$ cat src/rtl/clock_ctrl_pkg.sv
// clock_ctrl_pkg: state encoding and helpers shared by the clock sequencing controller
package clock_ctrl_pkg;
  localparam int STATE_W = 3;
  typedef enum logic [STATE_W-1:0] {
    RUN     = 3'b000,
    PAUSE   = 3'b001,
    SET_HR  = 3'b010,
    SET_MIN = 3'b011,
    SET_SEC = 3'b100
  } state_e;
  function automatic logic is_set(state_e s);
    return s inside {SET_HR, SET_MIN, SET_SEC};
  endfunction
endpackage

$ cat src/rtl/btn_edge.sv
// btn_edge: 2-FF synchronizer plus rising-edge detector for an asynchronous pushbutton
// Ports: clk, rst (async active-low), din (raw button), pulse (one-cycle rising-edge strobe)
module btn_edge (
  input  logic clk,
  input  logic rst,
  input  logic din,
  output logic pulse
);
  logic [2:0] sh_q;
  always_ff @(posedge clk or negedge rst)
    if (!rst) sh_q <= '0;
    else sh_q <= {sh_q[1:0], din};
  assign pulse = sh_q[1] & ~sh_q[2];
endmodule

$ cat src/rtl/clock_ctrl.sv
// clock_ctrl: run/pause/set-time sequencer generating enables for external BCD time counters
// Ports: clk; rst (async active-low); mode_btn/start_btn/inc_btn (async pushbuttons);
//        sec_cout/min_cout/hr_cout (counter carries); sec_en/min_en/hr_en (counter enables);
//        tick (registered 1 Hz pulse); day_wrap (23:59:59 rollover pulse); mode (state code)
// Optional: CLOCK_CTRL_BLINK_EN adds output blink, toggling every TICK_DIV/2 cycles in set states
module clock_ctrl
  import clock_ctrl_pkg::*;
#(
  parameter int TICK_DIV = 1000
) (
  input  logic               clk,
  input  logic               rst,
  input  logic               mode_btn,
  input  logic               start_btn,
  input  logic               inc_btn,
  input  logic               sec_cout,
  input  logic               min_cout,
  input  logic               hr_cout,
  output logic               sec_en,
  output logic               min_en,
  output logic               hr_en,
  output logic               tick,
  output logic               day_wrap,
  output logic [STATE_W-1:0] mode
`ifdef CLOCK_CTRL_BLINK_EN
  ,
  output logic               blink
`endif
);
  localparam int CNT_W = $clog2(TICK_DIV);
  state_e state_q, state_d;
  logic [CNT_W-1:0] cnt_q, cnt_d;
  logic tick_q, tick_d, run_on, inc_ok;
  logic mode_p, start_p, inc_p;
  btn_edge u_mode  (.clk(clk), .rst(rst), .din(mode_btn),  .pulse(mode_p));
  btn_edge u_start (.clk(clk), .rst(rst), .din(start_btn), .pulse(start_p));
  btn_edge u_inc   (.clk(clk), .rst(rst), .din(inc_btn),   .pulse(inc_p));
  always_ff @(posedge clk or negedge rst)
    if (!rst) begin
      state_q <= PAUSE;
      cnt_q   <= '0;
      tick_q  <= 1'b0;
    end else begin
      state_q <= state_d;
      cnt_q   <= cnt_d;
      tick_q  <= tick_d;
    end
  // The prescaler only advances while RUN is both current and next, so entry
  // starts it from 0 and any exit clears it on the same edge.
  always_comb begin
    state_d = mode_p ? ((state_q == RUN || state_q == PAUSE) ? SET_HR :
                        state_q == SET_HR ? SET_MIN : state_q == SET_MIN ? SET_SEC : RUN) :
              !start_p ? state_q : state_q == RUN ? PAUSE : state_q == PAUSE ? RUN : state_q;
    run_on = state_q == RUN && state_d == RUN;
    cnt_d  = (!run_on || cnt_q == CNT_W'(TICK_DIV - 1)) ? '0 : cnt_q + 1'b1;
    tick_d = run_on && cnt_q == CNT_W'(TICK_DIV - 1);
  end
  // inc is dropped whenever a higher-priority button edge lands in the same cycle.
  always_comb begin
    inc_ok   = inc_p && !mode_p && !start_p;
    sec_en   = state_q == RUN ? tick_q : state_q == SET_SEC && inc_ok;
    min_en   = state_q == RUN ? tick_q && sec_cout : state_q == SET_MIN && inc_ok;
    hr_en    = state_q == RUN ? tick_q && sec_cout && min_cout : state_q == SET_HR && inc_ok;
    day_wrap = state_q == RUN && tick_q && sec_cout && min_cout && hr_cout;
    tick     = tick_q;
    mode     = state_q;
  end
`ifdef CLOCK_CTRL_BLINK_EN
  localparam int HALF = TICK_DIV / 2;
  logic [CNT_W-1:0] bcnt_q, bcnt_d;
  logic blink_q, blink_d, set_on;
  always_ff @(posedge clk or negedge rst)
    if (!rst) begin
      bcnt_q  <= '0;
      blink_q <= 1'b0;
    end else begin
      bcnt_q  <= bcnt_d;
      blink_q <= blink_d;
    end
  // Half-period counter keeps running across SET_* to SET_* moves.
  always_comb begin
    set_on  = is_set(state_q) && is_set(state_d);
    bcnt_d  = (!set_on || bcnt_q == CNT_W'(HALF - 1)) ? '0 : bcnt_q + 1'b1;
    blink_d = set_on && (blink_q ^ (bcnt_q == CNT_W'(HALF - 1)));
  end
  assign blink = blink_q;
`endif
endmodule

$ cat config.mk
export PLATFORM = sky130hd
export DESIGN_NAME = clock_ctrl
export DESIGN_NICKNAME = d
export VERILOG_FILES = /design/src/rtl/clock_ctrl_pkg.sv /design/src/rtl/btn_edge.sv /design/src/rtl/clock_ctrl.sv
export SDC_FILE = /design/constraint.sdc
export NUM_CORES = 1
export LEC_CHECK = 0
export CAP_MARGIN = 20
export CELL_PAD_IN_SITES_DETAIL_PLACEMENT = 0
export CELL_PAD_IN_SITES_GLOBAL_PLACEMENT = 1
export CORE_AREA = 2 2 42 74
export CTS_BUF_LIST = sky130_fd_sc_hd__clkbuf_2 sky130_fd_sc_hd__clkbuf_4 sky130_fd_sc_hd__clkbuf_8
export CTS_CLUSTER_DIAMETER = 50
export DETAILED_ROUTE_END_ITERATION = 8
export DIE_AREA = 0 0 44 76
export DONT_BUFFER_PORTS = 1
export PLACE_DENSITY = 0.65
export REMOVE_ABC_BUFFERS = 1
export SYNTH_ARGS = -nofsm -noshare
export SYNTH_HDL_FRONTEND = slang
export SYNTH_HIERARCHICAL = 1
export SYNTH_SLANG_ARGS = --single-unit
$ cat constraint.sdc
create_clock -name clk -period 1.65 [get_ports clk]
set_clock_uncertainty 0.05 [all_clocks]
set_input_delay 0.33 -clock clk [delete_from_list [all_inputs] [get_ports clk]]
set_output_delay 0.33 -clock clk [all_outputs]
set_load 0.005 [all_outputs]
==> results of run 1 <==
path summary, 6_finish.rpt:
kind	start	end	slack (ns)	cells past startpoint
max reg2reg	u_start/sh_q[1]	cnt_q[7]	0.05	7
min in group asynchronous	rst	cnt_q[4]	0.38	1
max	u_start/sh_q[1]	sec_en	0.0006	5
max in group asynchronous	rst	mode[0]	0.68	2
min reg2reg	u_inc/sh_q[0]	u_inc/sh_q[1]	0.30	0
min	start_btn	u_start/sh_q[0]	0.03	0
cell families after synthesis:
| group | after synthesis | share of synthesized area (%) |
|---|---|---|
| XOR/XNOR | 5 | 4.13 |
| multiplexers | 4 | 3.90 |
| buffers and inverters | 4 | 2.95 |
| adder cells (fa/ha/maj) | 1 | 1.18 |
| flip-flops | 23 | 54.4 |
| AND/OR/NAND/NOR | 44 | 24.9 |
| AO/OA/AOI/OAI | 14 | 8.50 |
registers in the layout, summed over array words and instances (netlist names):
signal	count
tick	1
cnt_q	10
u_inc/sh_q	3
u_mode/sh_q	3
u_start/sh_q	3
mode	3
metal layers:
metal  wire length, µm  global-route usage (%)  vias to the layer above
met4                36                    7.27                        0
met1               742                    15.1                      351
met2               949                    20.3                       19
met5                 0                       0                        -
li1                  -                       -                      355
met3                71                    2.13                        4
stage by stage:
stage	total power [W]	setup TNS, ns	cells
3_3_place_gp	0.000942	0	122
6_report	0.00138	0	137
3_5_place_dp	0.000948	0	122
4_1_cts	0.00134	-0.0871	131
2_1_floorplan	0.000869	0	92
5_1_grt	0.00148	-0.253	137
what timing repair did:
item,in CTS,in global routing
gates resized for setup,3,6
endpoints found under the setup margin,3,9
pin swaps,3,5
endpoints found under the hold margin,23,0
hold buffers,1,0
setup buffers,4,5
area by class of cell:
type,count,area (µm²),share of cell area [%]
multi-input combinational,68,500,39.0
sequential,23,577,45.0
timing repair buffer,13,118,9.17
tap,28,35.0,2.73
clock inverter,1,7.51,0.585
inverter,1,3.75,0.293
clock buffer,3,41.3,3.22
layout by cell type, fill, tap and decap left out, types with 2 or more instances in the layout:
cell type                  synthesis  routed
sky130_fd_sc_hd__nor3_2            0       2
sky130_fd_sc_hd__xnor2_1           2       2
sky130_fd_sc_hd__nor2b_4           3       3
sky130_fd_sc_hd__nor3_4            1       2
sky130_fd_sc_hd__mux2i_1           3       3
sky130_fd_sc_hd__nand2_1           4       4
sky130_fd_sc_hd__and3_1            2       2
sky130_fd_sc_hd__buf_4             0      10
sky130_fd_sc_hd__nor2_1           13      11
sky130_fd_sc_hd__dfrtp_1          22      22
sky130_fd_sc_hd__o21ai_0           2       2
sky130_fd_sc_hd__clkbuf_8          0       3
sky130_fd_sc_hd__a21oi_1           3       3
sky130_fd_sc_hd__xor2_1            3       3
sky130_fd_sc_hd__nor2_2            1       2
sky130_fd_sc_hd__nand3_1           6       6
power by group:
group,internal (W),switching (W)
sequential,0.000624,0.0000744
combinational,0.000156,0.000177
clock,0.000171,0.000182
total,0.000951,0.000433
worst register-to-register path, delay by kind of cell (launching register included):
kind | cells | cell delay (ns)
buf+inv | 2 | 0.20
simple gates | 4 | 0.82
compound gates | 1 | 0.08
flops | 1 | 0.38
==> impl_metrics.csv, run 1 <==
group,metric,value,unit
status,run_status,"finished clean",
cts,max-clock-path-buffers,2,
floorplanning,rows,26,
job,maxCapViolations,0,
route,via_density_per_instance,5.32,
worst_setup_path,top_cell_family_by_delay_on_the_critical_path,"simple AND/OR/NAND/NOR gates",
global_route,largest_net_degree_at_the_start_of_global_routing,24,
worst_setup_path,path_cells,"nor2b_4 > nor2_4 > and2_4 > mux2i_1 > nor3_2",
route,final_antenna_net_count,0,
placed_design,post-place-ws,0.122,ns
layout,final_layout_size_suffix_gt1_share,32.1,%
worst_setup_path,data_arrival_critical_path,1.27,ns
worst_setup_path,worstSetupEndpointType,"output port",
worst_setup_path,worst_setup_path_start_kind,"flip-flop",
sta,maxSlewViolCount,0,
global_route,grt_antenna_before_repair,0,
sta,period_needed,1.65,ns
route,routedWlPerCell,13.1,µm
placed_design,dp.final_hpwl,1320,µm
yosys,synthCells,95,
floorplanning,placeable_area,2800,µm²
global_route,gr-usage-all-layers,12.6,%
layout,finalNetCount,119,
yosys,netlist_top_cells_area,"sky130_fd_sc_hd__dfrtp_1 (52%), sky130_fd_sc_hd__nor2_1 (4.6%), sky130_fd_sc_hd__nor2b_4 (3.9%)",
worst_setup_path,max_stage_delay,0.38,ns
layout,syn2layout_area_growth,21.0,%
pwr,leakage,0.541,nW
cts,clkSinkCount,23,
yosys,yosys.cell_types.count,38,
sta,post_route_worst_setup_slack,0.000605,ns
yosys,synth-async-reset-ratio,100,%
worst_setup_path,path_class,"flip-flop to output port",
worst_setup_path,worst-path-buf-inv,0,
layout,layout_utilization,45.8,%
yosys,postSynthRegisterBits,23,
yosys,dominantRegCellSynth,"sky130_fd_sc_hd__dfrtp_1",
placed_design,post_dp_cell_area,1080,µm²
global_route,number_of_global_route_vias_before_repair,759,
yosys,postSynthAreaPerCell,11.2,µm²
cts,cts.htree.levels,1,
floorplanning,die-height,76,µm
floorplanning,die_area,3340,µm²
sta,fin_crit_share,100,%
cts,worst_skew_pair.late_latency,0.26,ns
cts,cts.root.buffer_cell,"sky130_fd_sc_hd__clkbuf_8",
route,routed-via-count,729,
yosys,yosys.area.top_type,"sky130_fd_sc_hd__dfrtp_1",
cts,cts_buffers,3,
route,firstDrtPassIters,4,
sta,fin_worst_hold_slack,0.0348,ns
layout,fillCellCount,262,
placed_design,port_buffers,0,
pwr,power.density_cell_area,1080,nW/µm²
route,routed_wirelength,1800,µm
yosys,synthesis.yosys.warnings,6,
floorplanning,dieWidth,44,µm
sta,slew-limit-headroom,72.5,%
yosys,synth_top_area_share,51.9,%
floorplanning,pin_count,16,
worst_setup_path,worstPathMaxFanout,3,
yosys,netlist_top_cells_count,"sky130_fd_sc_hd__dfrtp_1 (22), sky130_fd_sc_hd__nor2_1 (13), sky130_fd_sc_hd__nand3_1 (6)",
yosys,synth_edf_count,0,
worst_setup_path,worst-endpoint-required,1.27,ns
sta,timing_worst_slew_pin_value,0.411,ns
layout,layout.cell_area.non_filler,1280,µm²
sta,finalHoldViolCount,0,
cts,clock_pin_slew_on_the_worst_setup_and_hold_paths,0.08,ns
sta,unrepaired_setup_endpoints_after_global_routing,"yes",
sta,final_setup_viols,0,
worst_setup_path,cp_slowest_cell,"sky130_fd_sc_hd__dfrtp_1",
yosys,synth-seq-area-share,54.4,%
placed_design,place_congestion,0.731,
route,drtIter0Drc,6,
yosys,synth_most_common_cell,"sky130_fd_sc_hd__dfrtp_1",
global_route,grt_first_pass_wirelength,3200,µm
global_route,grt-ovfl-total,0,
cts,cts_tree,"yes",
min_path,timing.hold.worst.class,"primary input to flip-flop",
floorplanning,start_util,37.9,%
pwr,ir_worst_vdd,0.529,mV
route,remaining_drc_errors,0,
layout,antennaDiodeCount,0,
yosys,synth_area,1060,µm²
sta,fmax,0.606,GHz
No activity file was read; power rests on OpenSTA's default activity.
==> inputs of run 2 (changes only) <==
--- a/config.mk
+++ b/config.mk
@@ -14,6 +14,7 @@
 export DETAILED_ROUTE_END_ITERATION = 8
 export DIE_AREA = 0 0 44 76
 export DONT_BUFFER_PORTS = 1
+export HOLD_SLACK_MARGIN = 0.1
 export PLACE_DENSITY = 0.65
 export REMOVE_ABC_BUFFERS = 1
 export SYNTH_ARGS = -nofsm -noshare
==> impl_metrics.csv, run 2 (synthesis results as in run 1) <==
group,metric,value,unit
status,run_status,"finished clean",
floorplanning,die_area,3340,µm²
cts,cts_tree,"yes",
layout,multi_input_logic_area,500,µm²
sta,maxSlewViolCount,0,
layout,largest_reg_flops,10,
route,routed-via-count,741,
route,firstDrtPassIters,4,
floorplanning,start_util,37.9,%
layout,leading_cell_types_in_the_layout_fill_and_taps_excluded,"sky130_fd_sc_hd__dfrtp_1 (22), sky130_fd_sc_hd__nor2_1 (11), sky130_fd_sc_hd__buf_4 (10)",
route,remaining_drc_errors,0,
cts,cts_buffers,3,
pwr,power.density_cell_area,1060,nW/µm²
global_route,grt-ovfl-total,0,
route,routedWlPerCell,12.9,µm
global_route,number_of_global_route_vias_before_repair,777,
sta,finalHoldViolCount,0,
placed_design,dp.final_hpwl,1320,µm
cts,clkSinkCount,23,
sta,final_setup_viols,0,
sta,unrepaired_setup_endpoints_after_global_routing,"yes",
worst_setup_path,worst_setup_path_start_kind,"flip-flop",
cts,worst_skew_pair.late_latency,0.26,ns
worst_setup_path,worstPathMaxFanout,3,
worst_setup_path,cp_slowest_cell,"sky130_fd_sc_hd__dfrtp_1",
worst_setup_path,worstSetupEndpointType,"output port",
sta,slew-limit-headroom,72.5,%
cts,cts.root.buffer_cell,"sky130_fd_sc_hd__clkbuf_8",
cts,cts.htree.levels,1,
min_path,timing.hold.worst.class,"flip-flop to flip-flop",
global_route,grt_antenna_before_repair,0,
floorplanning,rows,26,
layout,register_area,577,µm²
placed_design,port_buffers,0,
route,drtIter0Drc,8,
global_route,grt_first_pass_wirelength,3240,µm
worst_setup_path,path_class,"flip-flop to output port",
worst_setup_path,data_arrival_critical_path,1.27,ns
layout,layout_commonest_cell,"sky130_fd_sc_hd__dfrtp_1",
layout,layout.cell_area.non_filler,1310,µm²
floorplanning,pin_count,16,
layout,syn2layout_area_growth,23.8,%
sta,period_needed,1.65,ns
worst_setup_path,worst-path-buf-inv,0,
cts,clock_pin_slew_on_the_worst_setup_and_hold_paths,0.08,ns
layout,fillCellCount,263,
worst_setup_path,worst-endpoint-required,1.27,ns
route,final_antenna_net_count,0,
worst_setup_path,path_cells,"nor2b_4 > nor2_4 > and2_4 > mux2i_1 > nor3_2",
layout,final_layout_size_suffix_gt1_share,31.3,%
floorplanning,dieWidth,44,µm
pwr,ir_worst_vdd,0.529,mV
sta,fin_crit_share,99.9,%
placed_design,place_congestion,0.731,
layout,antennaDiodeCount,0,
layout,top_register,"cnt_q",
worst_setup_path,max_stage_delay,0.38,ns
worst_setup_path,top_cell_family_by_delay_on_the_critical_path,"simple AND/OR/NAND/NOR gates",
global_route,largest_net_degree_at_the_start_of_global_routing,24,
sta,fmax,0.606,GHz
floorplanning,die-height,76,µm
job,maxCapViolations,0,
route,routed_wirelength,1800,µm
sta,timing.setup.tns,0,ns
pwr,leakage,0.553,nW
global_route,gr-usage-all-layers,12.7,%
cts,max-clock-path-buffers,2,
sta,timing_worst_slew_pin_value,0.411,ns
layout,finalNetCount,122,
floorplanning,placeable_area,2800,µm²
route,via_density_per_instance,5.29,
placed_design,post_dp_cell_area,1080,µm²
## run 2: changes by cell type in the layout (fill, tap and decap cells not counted), sizes merged
cell / delta
dlygate4sd3: +3
## run 2: final cells by class
cell class,instances,area share (%)
flip-flops and latches,23,43.9
multi-input cells,68,38.1
repair buffers,16,11.2
clock buffers,3,3.15
well taps,28,2.67
clock inverters,1,0.572
inverters,1,0.286
## run 2: path summary, 6_finish.rpt
path	from	cells past startpoint	end	slack (ns)
max	u_start/sh_q[1]	5	sec_en	0.001
min	u_inc/sh_q[0]	0	u_inc/sh_q[1]	0.30
max reg2reg	u_start/sh_q[1]	7	cnt_q[7]	0.05
min reg2reg	u_inc/sh_q[0]	0	u_inc/sh_q[1]	0.30
max in group asynchronous	rst	2	mode[0]	0.68
min in group asynchronous	rst	1	cnt_q[4]	0.38
## run 2: what timing repair did
action | CTS | global route
gates resized for setup | 3 | 6
pin swaps | 3 | 5
setup buffers | 4 | 5
endpoints found under the setup margin | 3 | 9
hold buffers | 4 | 0
hold endpoints to repair | 26 | 0
## run 2: routing by layer
layer	part of all wire, %	global-route usage [%]
met1	41	15.3
met4	2.0	7.27
met2	52	20.4
met5	0	0
met3	3.9	2.13
## run 2: power by group
group          internal [W]  leakage (nW)  switching, W
sequential         0.000624         0.293     0.0000744
clock              0.000171        0.0217      0.000181
combinational      0.000161         0.239      0.000178
## run 2: through the flow
| step | hold slack [ns] | util (%) | total power (W) | cells | setup slack, ns |
|---|---|---|---|---|---|
| after global routing | 0.318 | 46.9 | 0.00149 | 140 | -0.0902 |
| final | 0.303 | 46.9 | 0.00139 | 140 | 0.00115 |
| after CTS | 0.306 | 43.4 | 0.00134 | 134 | -0.0871 |
| after detailed placement | -0.0149 | 38.7 | 0.000948 | 122 | 0.122 |
| after global placement | -0.0149 | 38.7 | 0.000942 | 122 | 0.139 |
| after floorplan | -0.0156 | - | 0.000869 | 92 | 0.149 |
==> inputs of run 3 (changes only) <==
--- a/config.mk
+++ b/config.mk
@@ -17,6 +17,7 @@
 export HOLD_SLACK_MARGIN = 0.1
 export PLACE_DENSITY = 0.65
 export REMOVE_ABC_BUFFERS = 1
+export SKIP_LAST_GASP = 1
 export SYNTH_ARGS = -nofsm -noshare
 export SYNTH_HDL_FRONTEND = slang
 export SYNTH_HIERARCHICAL = 1
==> impl_metrics.csv, run 3 (synthesis results as in run 1) <==
group,metric,value,unit
sta,unrepaired_setup_endpoints_after_global_routing,"yes",
global_route,largest_net_degree_at_the_start_of_global_routing,24,
layout,leading_cell_types_in_the_layout_fill_and_taps_excluded,"sky130_fd_sc_hd__dfrtp_1 (22), sky130_fd_sc_hd__nor2_1 (11), sky130_fd_sc_hd__buf_4 (10)",
layout,layout_utilization,46.9,%
layout,register_area,577,µm²
worst_setup_path,worst-endpoint-required,1.27,ns
worst_setup_path,worst_setup_path_start_kind,"flip-flop",
sta,finalHoldViolCount,0,
floorplanning,dieWidth,44,µm
worst_setup_path,r2r-end,"cnt_q[7]",
min_path,min_path_cells,0,
cts,max-clock-path-buffers,2,
route,routedWlPerCell,12.9,µm
cts,clock_pin_slew_on_the_worst_setup_and_hold_paths,0.08,ns
min_path,hold_path_startpoint,"u_inc/sh_q[0]",
placed_design,port_buffers,0,
status,run_status,"finished clean",
sta,fin_worst_hold_slack,0.303,ns
floorplanning,rows,26,
pwr,total_power_consumption_of_the_routed_design,0.00139,W
route,routed_wirelength,1800,µm
cts,cts_buffers,3,
sta,period_needed,1.65,ns
layout,final_cells,140,
layout,syn2layout_area_growth,23.8,%
worst_setup_path,r2r_setup_slack,0.05,ns
pwr,power.density_cell_area,1060,nW/µm²
worst_setup_path,timing.reg2reg.worst_path_depth,7,
worst_setup_path,data_arrival_critical_path,1.27,ns
layout,multi_input_logic_area,500,µm²
cts,cts.root.buffer_cell,"sky130_fd_sc_hd__clkbuf_8",
global_route,grt-ovfl-total,0,
floorplanning,die_area,3340,µm²
floorplanning,die-height,76,µm
floorplanning,placeable_area,2800,µm²
sta,maxSlewViolCount,0,
global_route,grt_antenna_before_repair,0,
layout,fillCellCount,263,
min_path,timing.hold.worst.class,"flip-flop to flip-flop",
cts,cts.htree.levels,1,
placed_design,instance_count_after_placement_with_tap_cells_included,122,
route,drtIter0Drc,8,
cts,clkSinkCount,23,
layout,final_layout_size_suffix_gt1_share,31.3,%
global_route,gr-usage-all-layers,12.7,%
min_path,hold_end,"u_inc/sh_q[1]",
sta,timing_worst_slew_pin_value,0.411,ns
global_route,number_of_global_route_vias_before_repair,777,
layout,largest_reg_flops,10,
layout,layout_commonest_cell,"sky130_fd_sc_hd__dfrtp_1",
placed_design,place_congestion,0.731,
job,maxCapViolations,0,
floorplanning,start_util,37.9,%
worst_setup_path,critical_path.reg2reg.startpoint,"u_start/sh_q[1]",
floorplanning,pin_count,16,
worst_setup_path,worstPathMaxFanout,3,
sta,fin_crit_share,99.9,%
sta,slew-limit-headroom,72.5,%
pwr,ir_worst_vdd,0.529,mV
route,via_density_per_instance,5.29,
worst_setup_path,worstSetupEndpointType,"output port",
layout,finalNetCount,122,
route,final_antenna_net_count,0,
pwr,leakage,0.553,nW
sta,final_setup_viols,0,
worst_setup_path,path_class,"flip-flop to output port",
cts,worst_skew_pair.late_latency,0.26,ns
route,remaining_drc_errors,0,
route,routed-via-count,741,
layout,top_register,"cnt_q",
route,firstDrtPassIters,4,
layout,antennaDiodeCount,0,
global_route,grt_first_pass_wirelength,3240,µm
placed_design,dp.final_hpwl,1320,µm
sta,fmax,0.606,GHz
cts,cts_tree,"yes",
==> run 3: final cells by class <==
| class | count | share of cell area (%) |
|---|---|---|
| flip-flops and latches | 23 | 43.9 |
| multi-input cells | 68 | 38.1 |
| repair buffers | 16 | 11.2 |
| clock buffers | 3 | 3.15 |
| well taps | 28 | 2.67 |
| clock inverters | 1 | 0.572 |
| inverters | 1 | 0.286 |
==> run 3: power breakdown <==
part           switching, W  internal, W  total (W)  leakage (nW)
logic              0.000178     0.000161   0.000339         0.239
registers         0.0000744     0.000624   0.000698         0.293
clock network      0.000181     0.000171   0.000352        0.0217
total              0.000434     0.000955    0.00139         0.553
==> run 3: worst max-delay path by stage <==
stage / from / to / cells past startpoint
after global placement: cnt_q[0] / cnt_q[6] / 5
after global routing: u_start/sh_q[1] / sec_en / 5
final: u_start/sh_q[1] / sec_en / 5
after CTS: u_mode/sh_q[1] / hr_en / 5
after floorplan: mode[2] / cnt_q[7] / 4
after detailed placement: u_start/sh_q[1] / sec_en / 5
==> run 3: through the flow <==
stage | TNS [ns] | instance area (µm²) | setup slack, ns
after floorplan | 0 | 1030 | 0.149
after global routing | -0.253 | 1310 | -0.0902
after CTS | -0.0871 | 1210 | -0.0871
after global placement | 0 | 1080 | 0.139
final | 0 | 1310 | 0.00115
after detailed placement | 0 | 1080 | 0.122
==> run 3: timing repair <==
item | in CTS | in global routing
hold endpoints to repair | 26 | 0
pin swaps | 3 | 5
setup buffers | 4 | 5
hold buffers | 4 | 0
endpoints found under the setup margin | 3 | 9
gates resized for setup | 3 | 6
cloned | 0 | 0
==> run 3: critical path, cell delays in order, from the launching register on <==
cell and delay [ns]:
sky130_fd_sc_hd__dfrtp_1 0.38, sky130_fd_sc_hd__nor2b_4 0.14, sky130_fd_sc_hd__nor2_4 0.10, sky130_fd_sc_hd__and2_4 0.17, sky130_fd_sc_hd__mux2i_1 0.08, sky130_fd_sc_hd__nor3_2 0.14
==> run 3: layer usage <==
metal | track usage [%] | vias to the layer above | wire length (µm)
met5 | 0 | - | 0
met4 | 7.27 | 0 | 36
met3 | 2.13 | 4 | 71
met2 | 20.4 | 19 | 946
met1 | 15.3 | 357 | 748
li1 | - | 361 | -
